`src/rtl/fir_tap_sequencer.sv`:
```
// ---------------------------------------------------------------------------
// fir_tap_sequencer
//
// Control stage in front of the FIR core's shared multiply/add ALU. Holds the
// sample delay line and the coefficient bank, accepts one sample per
// handshake, issues one signed multiply per tap to the ALU, accumulates the
// returned products and emits y[n] = sum c[k]*x[n-k].
//
// Ports
//   clk         system clock, rising edge
//   rst         synchronous active-low reset
//   coef_we     coefficient write strobe (honoured only while idle)
//   coef_addr   coefficient index k
//   coef_wdata  coefficient value (signed)
//   in_valid    input sample valid
//   in_data     input sample x[n] (signed)
//   in_ready    block can accept a sample (IDLE and not in reset)
//   alu_a       multiplier operand: sample x[k]
//   alu_b       multiplier operand: coefficient c[k]
//   alu_op_sel  2'b01 while issuing multiplies, 2'b00 otherwise
//   alu_result  ALU product, valid ALU_LAT cycles after issue
//   out_valid   one-cycle pulse when out_data is new
//   out_data    filter output, held until the next out_valid
//   busy        high in every state other than IDLE
// ---------------------------------------------------------------------------
module fir_tap_sequencer #(
  parameter int NTAPS   = 16,
  parameter int DW      = 16,
  parameter int AW      = 32,
  parameter int ALU_LAT = 2
) (
  input  logic                     clk,
  input  logic                     rst,
  input  logic                     coef_we,
  input  logic [$clog2(NTAPS)-1:0] coef_addr,
  input  logic [DW-1:0]            coef_wdata,
  input  logic                     in_valid,
  input  logic [DW-1:0]            in_data,
  output logic                     in_ready,
  output logic [DW-1:0]            alu_a,
  output logic [DW-1:0]            alu_b,
  output logic [1:0]               alu_op_sel,
  input  logic [AW-1:0]            alu_result,
  output logic                     out_valid,
  output logic [AW-1:0]            out_data,
  output logic                     busy
);

  localparam int CW  = $clog2(NTAPS);
  localparam int DCW = (ALU_LAT > 1) ? $clog2(ALU_LAT) : 1;

  typedef enum logic [1:0] {
    S_IDLE,
    S_ISSUE,
    S_DRAIN,
    S_DONE
  } state_t;

  state_t          r_state;
  state_t          w_state_next;

  logic [DW-1:0]   r_x [NTAPS];
  logic [DW-1:0]   r_c [NTAPS];
  logic [CW-1:0]   r_tap;
  logic [DCW-1:0]  r_drain;
  logic [ALU_LAT-1:0] r_tag;
  logic [AW-1:0]   r_acc;
  logic [AW-1:0]   r_out_data;
  logic            r_out_valid;
  logic [DW-1:0]   r_alu_a;
  logic [DW-1:0]   r_alu_b;
  logic [1:0]      r_alu_op;

  logic            w_accept;
  logic            w_coef_wr;
  logic            w_last_tap;
  logic            w_last_drain;
  logic [CW-1:0]   w_tap_next;
  logic [DW-1:0]   w_coef0;
  logic [AW-1:0]   w_acc_next;

  // ---------------------------------------------------------------------
  // Control
  // ---------------------------------------------------------------------
  always_comb begin
    w_state_next = r_state;
    w_accept     = 1'b0;
    w_last_tap   = (r_state == S_ISSUE) && (r_tap == CW'(NTAPS - 1));
    w_last_drain = (r_state == S_DRAIN) && (r_drain == DCW'(ALU_LAT - 1));
    w_coef_wr    = coef_we && (r_state == S_IDLE) && (int'(coef_addr) < NTAPS);
    w_tap_next   = r_tap + CW'(1);
    // Operands for tap 0 are registered on the accept edge, so a same-cycle
    // write to c[0] has to be forwarded rather than read from the bank.
    w_coef0      = (w_coef_wr && (coef_addr == '0)) ? coef_wdata : r_c[0];
    w_acc_next   = r_tag[ALU_LAT-1] ? (r_acc + alu_result) : r_acc;

    case (r_state)
      S_IDLE: begin
        if (in_valid) begin
          w_accept     = 1'b1;
          w_state_next = S_ISSUE;
        end
      end
      S_ISSUE: begin
        if (w_last_tap) begin
          w_state_next = S_DRAIN;
        end
      end
      S_DRAIN: begin
        if (w_last_drain) begin
          w_state_next = S_DONE;
        end
      end
      S_DONE: begin
        w_state_next = S_IDLE;
      end
      default: begin
        w_state_next = S_IDLE;
      end
    endcase
  end

  always_ff @(posedge clk) begin
    if (!rst) begin
      r_state <= S_IDLE;
    end else begin
      r_state <= w_state_next;
    end
  end

  // ---------------------------------------------------------------------
  // Datapath
  // ---------------------------------------------------------------------
  always_ff @(posedge clk) begin
    if (!rst) begin
      for (int unsigned k = 0; k < NTAPS; k++) begin
        r_x[k] <= '0;
        r_c[k] <= '0;
      end
      r_tap       <= '0;
      r_drain     <= '0;
      r_tag       <= '0;
      r_acc       <= '0;
      r_out_data  <= '0;
      r_out_valid <= 1'b0;
      r_alu_a     <= '0;
      r_alu_b     <= '0;
      r_alu_op    <= '0;
    end else begin
      if (w_coef_wr) begin
        r_c[coef_addr] <= coef_wdata;
      end

      // Tag marks which cycles carry a product on alu_result.
      r_tag[0] <= (r_state == S_ISSUE);
      for (int unsigned i = 1; i < ALU_LAT; i++) begin
        r_tag[i] <= r_tag[i-1];
      end

      r_acc       <= w_acc_next;
      r_out_valid <= w_last_drain;
      // The final product lands on the same edge that leaves DRAIN, so the
      // output takes the post-add value.
      if (w_last_drain) begin
        r_out_data <= w_acc_next;
      end

      // Operands are registered one cycle ahead of the ISSUE cycle that
      // presents them.
      if (w_accept) begin
        for (int unsigned k = 1; k < NTAPS; k++) begin
          r_x[k] <= r_x[k-1];
        end
        r_x[0]   <= in_data;
        r_acc    <= '0;
        r_tap    <= '0;
        r_alu_a  <= in_data;
        r_alu_b  <= w_coef0;
        r_alu_op <= 2'b01;
      end else if (r_state == S_ISSUE) begin
        if (w_last_tap) begin
          r_alu_a  <= '0;
          r_alu_b  <= '0;
          r_alu_op <= 2'b00;
          r_drain  <= '0;
        end else begin
          r_tap    <= w_tap_next;
          r_alu_a  <= r_x[w_tap_next];
          r_alu_b  <= r_c[w_tap_next];
        end
      end else if (r_state == S_DRAIN) begin
        r_drain <= r_drain + DCW'(1);
      end
    end
  end

  assign in_ready   = (r_state == S_IDLE) && rst;
  assign busy       = (r_state != S_IDLE);
  assign alu_a      = r_alu_a;
  assign alu_b      = r_alu_b;
  assign alu_op_sel = r_alu_op;
  assign out_valid  = r_out_valid;
  assign out_data   = r_out_data;

endmodule

```
`config.mk`:
```
export PLATFORM = sky130hd
export DESIGN_NAME = fir_tap_sequencer
export DESIGN_NICKNAME = d
export VERILOG_FILES = /design/src/rtl/fir_tap_sequencer.sv
export SDC_FILE = /design/constraint.sdc
export NUM_CORES = 1
export LEC_CHECK = 0
export CORE_MARGIN = 3
export CORE_UTILIZATION = 34
export DETAILED_ROUTE_END_ITERATION = 12
export GPL_ROUTABILITY_DRIVEN = 0
export MAX_ROUTING_LAYER = met4
export SYNTH_ARGS = -nofsm -noshare
export SYNTH_HDL_FRONTEND = slang
export SYNTH_SLANG_ARGS = --single-unit
```
`constraint.sdc`:
```
create_clock -name clk -period 7.65 [get_ports clk]
set_input_delay 1.53 -clock clk [delete_from_list [all_inputs] [get_ports clk]]
set_output_delay 1.53 -clock clk [all_outputs]
set_load 0.02 [all_outputs]
```
# After elaboration in Yosys (flattened, before gate mapping)
# Memories as Yosys holds them, arrays and structs flattened.
# Index checks and enable logic that the tools add are counted.
totals:
  ram_bits: 512
  mem_count: 2
  output_inout_bits: 69
  regBits: 107
classes:
  n_reduce_logical: 17
  muxes: 46
  add_sub_neg: 3
  eq_ne: 7
  bitwise_logic: 19
memory_table:
  columns: ["memory", "words", "word_bits", "rd", "rd_clocked_by_memory_dff", "write_ports", "line_no", "rtl"]
  rows:
  - ["r_c", 16, 16, 2, 0, 16, "63", "logic [DW-1:0] r_c [NTAPS];"]
  - ["r_x", 16, 16, 16, 0, 16, "62", "logic [DW-1:0] r_x [NTAPS];"]
ops:
  columns: ["operator", "n"]
  rows:
  - ["$mux W16", 24]
  - ["$add A32 B32 Y32", 1]
  - ["$mux W32", 1]
  - ["$mux W1", 16]
  - ["$or A1 B1 Y1", 16]
  - ["$reduce_or A16 Y1", 1]
  - ["$pmux W2 S4", 1]
  - ["$reduce_bool A2 Y1", 4]
  - ["$mux W2", 3]
  - ["$ne A2 B2 Y1 const B", 3]
  - ["$reduce_and A3 Y1", 2]
  - ["$logic_and A1 B1 Y1", 5]
  - ["$add A4 B1 Y4 const B", 1]
  - ["$eq A2 B2 Y1 const B", 2]
  - ["$eq A4 B4 Y1 const B", 1]
  - ["$logic_not A4 Y1", 1]
  - ["$mux W4", 1]
  - ["$reduce_and A2 Y1", 2]
  - ["$not A1 Y1", 3]
  - ["$eq A2 B1 Y1 const B", 1]
  - ["$logic_not A2 Y1", 1]
  - ["$reduce_or A2 Y1", 1]
  - ["$add A1 B1 Y1 const B", 1]

# Logic depth before layout (Yosys ltp)
# Gate-level depths: netlist (run 1).
depth:
  word_depth: 7
  depth_mapped: 11
  mapped_depth_nobuf: 11

# Worst setup path before layout (run 1)
# OpenSTA, ideal clock, no wires.
synth_timing:
  path_kind: "input-to-reg"
  start: "input port rst"
  end: "memory r_x[0][0], enable pin"
  path_stages: 3
  path_slack_ns: 0.610
  t_arrival_ns: 6.453
  path_cell_list: "clkbuf_1 > nand2_1 > clkbuf_1"
synth_rtl:
  columns: ["element", "line_no", "rtl"]
  rows:
  - ["start: declaration", "33", "input logic rst,"]
  - ["end: declaration", "62", null]

# Final worst setup path (run 1)
layout_timing:
  start: "input port rst"
  end: "output port in_ready"
layout_between:
  elab_chain_cells: 1
layout_lines:
  columns: ["element", "line_no", "rtl"]
  rows:
  - ["$logic_and A1 B1 Y1", "197", "assign in_ready = (r_state == S_IDLE) && rst;"]
  - ["end: declaration", "39", "output logic in_ready,"]
# Every way passes these cells.

==> impl_metrics.csv, run 1 <==
group,metric,value,unit
logic_synthesis,synth_top_area_share,43.67,%
timing,postLayoutSetupSlackWorst,3.240,ns
worst_setup_path,cp_data_required_time,6.12,ns
timing,hold_violations,0,
cts,clk_pin_slew,0.05,ns
worst_setup_path,crit_fanout,34,
timing,worst_pin_slew,1.325,ns
timing,slew-limit-headroom,11.34,%
detailed_routing,detail_route.vias_per_cell,5.412,
worst_setup_path,endpoint_kind,"primary output",
cts,clock-sinks,619,
detailed_routing,wl_met1,34030,um
timing,setup_violations,0,
cts,cts_setup_buffers,0,
logic_synthesis,synth_edf_count,416,
logic_synthesis,ys_types,55,
place,dp_slack,3.124,ns
floorplan,die_area,0.08765,mm^2
detailed_routing,drt-initial-drc-count,1885,
place,dp_hpwl,46040,um
cts,cts_hold_buf,0,
power_and_ir_drop,total_power,10330,uW
cts,cts_htree_levels,3,
detailed_routing,dr_wl_met3,4638,um
cells_and_area,num_antenna_cells,0,
cells_and_area,fill_cells,7806,
place,numPortBuffers,139,
hold_path,whs_endpoint,"r_tag[1]$_SDFF_PN0_",
cells_and_area,drive_gt1_share,11.43,%
detailed_routing,drcViolationCount,0,
logic_synthesis,yosys-top-cells-area,"edfxtp_1, dfxtp_1, mux4_2, and2_1, nand2_1",
power_and_ir_drop,pwr_density_cell,310.1,mW/mm^2
grt,overflow,0,
cts,cts-root-buf,"clkbuf_16",
cts,cts_buffers,71,
hold_path,hold_class,"reg2reg",
logic_synthesis,yosys_most_used_dff,"edfxtp_1",
hold_path,min_from,"r_tag[0]$_SDFF_PN0_",
cells_and_area,area_growth,16.42,%
floorplan,die_h,296.1,um
detailed_routing,drt_wl_total,77650,um
logic_synthesis,synth_seq_cells,619,
timing,worst_hold_slack,0.4345,ns
detailed_routing,routedWlPerCell,21.37,um
grt,grt_max_degree,265,
detailed_routing,vias,19660,
run_status,outcome,"finished clean",
timing,max_freq,0.2267,GHz
run,maxCapViolCount,0,
logic_synthesis,yosys_warnings,0,
hold_path,hold_path_depth,1,
detailed_routing,top_layer_used,"met4",
timing,fin_worst_skew,0.02446,ns
timing,rsz0062_at_grt,"false",
detailed_routing,antenna_left,0,
worst_setup_path,r2r_end,"alu_a[8]$_SDFFE_PN0P_",
detailed_routing,dr_wl_met2,36330,um
worst_setup_path,cp.arrival,2.88,ns
worst_setup_path,cp-start-kind,"input port",
cts,cts-resized-gates,0,
timing,period_minus_slack,4.410,ns
grt,grt_pass1_vias,19860,
cts,cts_tree,"yes",
grt,grt_pass1_wl,119200,um
detailed_routing,drt_pass1_iterations,5,
logic_synthesis,synthCells,2456,
timing,period_share,57.65,%
grt,antenna_found_initial,2,
cts,clockBufferDepth,3,
power_and_ir_drop,leakage,0.01224,uW
logic_synthesis,ys_async_sr_fraction,0,%
logic_synthesis,synth_nets,2565,
floorplan,start_util,34.56,%
floorplan,rows,105,
logic_synthesis,ys_seq_area_share,57.88,%
timing,fin_tns_setup,0,ns
worst_setup_path,rrSetupSlack,3.50,ns
grt,grt_usage,18.15,%
cells_and_area,final_util,40.24,%
logic_synthesis,synth_top_cell_by_area,"edfxtp_1",
cts,clock_latency,0.62,ns
power_and_ir_drop,vdd_drop_max,0.2359,mV
worst_setup_path,crit_type,"in2out",
cells_and_area,nets,2616,
logic_synthesis,synth_area,0.02860,mm^2
floorplan,die_w,296.1,um
logic_synthesis,yosysMostFrequentCell,"edfxtp_1",
floorplan,core_area,0.08277,mm^2
logic_synthesis,ys_top_cells_by_count,"edfxtp_1, nand2_1, and2_1",
worst_setup_path,worstReg2RegStart,"r_tap[0]$_SDFFE_PP0P_",
floorplan,ioPinCount,141,
timing,drv_slew,0,
logic_synthesis,postSynthAreaPerCell,11.65,um^2
worst_setup_path,reg2reg_depth,8,
-- power by group --
| group | internal (uW) | total (uW) | switching [uW] | leakage [uW] |
|---|---|---|---|---|
| Sequential | 4040 | 4300 | 257 | 0.00602 |
| Combinational | 1050 | 2610 | 1560 | 0.00508 |
| Clock | 2000 | 3420 | 1430 | 0.00114 |
-- worst max-delay path by stage --
stage / startpoint / endpoint / slack [ns] / cells past startpoint
after detailed placement: in_valid / r_x[0][9]$_SDFFCE_PN0P_ / 3.12 / 4
after global placement: alu_result[0] / out_data[22]$_SDFFE_PN0P_ / 3.15 / 12
after global routing: r_tap[0]$_SDFFE_PP0P_ / alu_a[1]$_SDFFE_PN0P_ / 3.18 / 8
after CTS: rst / in_ready / 3.24 / 4
after floorplan: rst / r_x[0][0]$_SDFFCE_PN0P_ / 0.61 / 3
final: rst / in_ready / 3.24 / 4
-- per-layer routing --
layer,track usage (%),up-vias
met5,-,-
met4,7.026,0
met3,3.070,145
met2,28.14,602
met1,23.90,9919
li1,-,8996
-- logic make-up after synthesis --
kind of cell | synth area share (%)
simple gates | 18.48
flops | 57.88
compound gates | 7.252
buf+inv | 2.856
mux | 10.95
fa+ha+maj | 1.645
xor+xnor | 0.9185
other cells | 0.01311
-- worst max-delay path, cell delays in order --
cell and delay, ns:
buf_4 0.25, inv_4 0.22, nor2_1 0.21, clkdlybuf4s50_1 0.64
-- state kept, by name, indices dropped and copies added, names as in the netlist, 4 cells and up --
name and flops:
out_data 32, r_x 256, alu_b 16, alu_a 16
r_acc 32, r_c 256, r_tap 4
-- layout make-up --
type	instances	area (um^2)	area share, %
flip-flops and latches	619	16560	49.73
well taps	1070	1339	4.020
multi-input cells	1626	11340	34.04
clock inverters	30	317.8	0.9543
repair buffers	171	1654	4.967
inverters	18	70.07	0.2104
clock buffers	99	2024	6.079
-- metrics by stage --
step	std cells	instance area (um^2)
2_1_floorplan	2456	28600
3_3_place_gp	3504	30960
3_5_place_dp	3504	30960
4_1_cts	3633	33300
5_1_grt	3633	33300
6_report	3633	33300
-- layout by cell type, fill, tap and decap left out, drive strengths merged, types with 4 or more instances in the layout --
master | netlist | layout
a211oi | 51 | 51
a21o | 7 | 7
a21oi | 179 | 179
a31oi | 19 | 19
a32oi | 16 | 16
and2 | 260 | 260
and3 | 164 | 164
buf | 27 | 33
bufinv | 0 | 4
clkbuf | 166 | 99
clkdlybuf4s50 | 0 | 138
clkinv | 0 | 23
dfxtp | 203 | 203
edfxtp | 416 | 416
ha | 36 | 36
inv | 18 | 19
mux2i | 25 | 25
mux4 | 128 | 128
nand2 | 392 | 392
nand3 | 45 | 45
nand3b | 34 | 34
nor2 | 130 | 130
nor3 | 10 | 10
o211ai | 4 | 4
o21ai | 52 | 52
o21bai | 5 | 5
or2 | 4 | 4
xnor2 | 17 | 17
xor2 | 13 | 13
(Power assumes the default switching activity.)
==> run 2: changes to the inputs <==
==> constraint.sdc (replaced) <==
create_clock -name clk -period 4.55 [get_ports clk]
set_input_delay 0.91 -clock clk [delete_from_list [all_inputs] [get_ports clk]]
set_output_delay 0.91 -clock clk [all_outputs]
set_load 0.02 [all_outputs]
==> impl_metrics.csv, run 2 (synthesis results as in run 1) <==
group,metric,value,unit
timing,drv_slew,0,
detailed_routing,vias,19770,
worst_setup_path,cp-start-kind,"register",
grt,grt_busiest_layer,"met2",
grt,met3_usage,3.138,%
worst_setup_path,reg2reg_depth,7,
floorplan,rows,105,
cts,cts_tree,"yes",
timing,fin_tns_setup,0,ns
run_status,outcome,"finished clean",
place,dp_hpwl,47940,um
worst_setup_path,rrSetupSlack,1.45,ns
cells_and_area,final_common_cell,"edfxtp_1",
power_and_ir_drop,leakage,0.01252,uW
timing,period_minus_slack,3.383,ns
grt,grt_usage,18.09,%
detailed_routing,drt-initial-drc-count,1641,
detailed_routing,drcViolationCount,0,
hold_path,min_from,"r_tag[0]$_SDFF_PN0_",
floorplan,die_area,0.08765,mm^2
timing,slew-limit-headroom,24.20,%
worst_setup_path,r2r_end,"alu_b[0]$_SDFFE_PN0P_",
hold_path,whs_endpoint,"r_tag[1]$_SDFF_PN0_",
cts,cts-resized-gates,0,
cts,clk_pin_slew,0.06,ns
power_and_ir_drop,total_power,17640,uW
detailed_routing,routedWlPerCell,20.85,um
cts,cts_hold_buf,0,
hold_path,hold_path_depth,1,
detailed_routing,detail_route.vias_per_cell,5.364,
timing,setup_violations,0,
floorplan,ioPinCount,141,
cts,cts_buffers,73,
hold_path,hold_class,"reg2reg",
cells_and_area,drive_gt1_share,12.97,%
place,numPortBuffers,139,
floorplan,die_w,296.1,um
cts,clockBufferDepth,3,
worst_setup_path,cp_top_family,"buffers and inverters",
grt,grt_pass1_vias,20250,
worst_setup_path,worst-path-buf-inv,3,
worst_setup_path,path_cells,"inv_1 -> ha_1 -> inv_1 -> nor2_1 -> clkdlybuf4s50_1",
cts,clock_latency,0.63,ns
detailed_routing,drt_wl_total,76830,um
worst_setup_path,cpMaxStageDelayCell,"clkdlybuf4s50_1",
grt,overflow,0,
grt,met2_usage,28.28,%
run,maxCapViolCount,0,
grt,gr-usage-met1,23.49,%
floorplan,start_util,34.56,%
worst_setup_path,endpoint_kind,"primary output",
detailed_routing,drt_pass1_iterations,6,
cts,cts-root-buf,"clkbuf_16",
worst_setup_path,cp.arrival,2.47,ns
floorplan,core_area,0.08277,mm^2
worst_setup_path,crit_type,"reg2out",
worst_setup_path,cp_data_required_time,3.64,ns
worst_setup_path,crit_fanout,5,
grt,grt_pass1_wl,119000,um
power_and_ir_drop,vdd_drop_max,0.3814,mV
cts,cts_htree_levels,3,
cells_and_area,final_util,40.81,%
grt,antenna_found_initial,2,
timing,fin_worst_skew,0.04093,ns
timing,period_share,74.36,%
grt,grt_max_degree,139,
cells_and_area,final_cell_mix,"edfxtp_1, nand2_1, and2_1",
worst_setup_path,cp_slowest_stage_delay,0.62,ns
detailed_routing,antenna_left,0,
power_and_ir_drop,pwr_density_cell,522.3,mW/mm^2
worst_setup_path,cpMostUsedCell,"inv_1",
timing,rsz0062_at_grt,"false",
place,dp_slack,0.7005,ns
cts,clock-sinks,619,
cells_and_area,nets,2662,
cells_and_area,reg_top3,"r_c x256, r_x x256",
cts,cts_setup_buffers,0,
timing,max_freq,0.2956,GHz
timing,hold_violations,0,
worst_setup_path,worstReg2RegStart,"r_tap[0]$_SDFFE_PP0P_",
cells_and_area,area_growth,18.08,%
timing,postLayoutSetupSlackWorst,1.167,ns
floorplan,die_h,296.1,um
timing,worst_pin_slew,1.135,ns
-- run 2: worst max path at each step --
stage,cells past startpoint,startpoint,end,slack (ns)
3_5_place_dp,12,alu_result[0],out_data[22]$_SDFFE_PN0P_,0.70
4_1_cts,5,r_state[0]$_SDFFE_PN0P_,in_ready,1.14
3_3_place_gp,12,alu_result[0],out_data[22]$_SDFFE_PN0P_,0.74
2_1_floorplan,3,rst,r_x[0][0]$_SDFFCE_PN0P_,0.63
6_report,5,r_state[0]$_SDFFE_PN0P_,in_ready,1.17
5_1_grt,12,alu_result[0],out_data[22]$_SDFFE_PN0P_,1.04
-- run 2: per-layer routing --
layer / routed length (um) / up-vias
li1: - / 9095
met1: 33440 / 9872
met2: 35860 / 641
met3: 4742 / 157
met4: 2789 / 0
met5: 0 / -
-- run 2: per-stage QoR --
step | hold WS (ns) | cell area, um^2 | std cells
detailed placement | 0.4276 | 31330 | 3548
global route | 0.4658 | 33780 | 3685
CTS | 0.4398 | 33770 | 3683
global placement | 0.4326 | 31330 | 3548
floorplan | 0.4119 | 28610 | 2456
finish | 0.4347 | 33780 | 3685
-- run 2: area by class of cell --
cell class / instances / area, um^2
fill: 7822 / 48990
sequential: 619 / 16560
multi-input combinational: 1626 / 11310
clock buffer: 103 / 2049
timing repair buffer: 215 / 2047
tap: 1070 / 1339
clock inverter: 32 / 395.4
inverter: 18 / 70.07
antenna: 2 / 5.005
-- run 2: power breakdown --
group          total [uW]  switching [uW]  leakage (uW)  internal [uW]
sequential           7160             362       0.00602           6790
clock                5910            2430       0.00119           3480
combinational        4570            2720       0.00531           1850
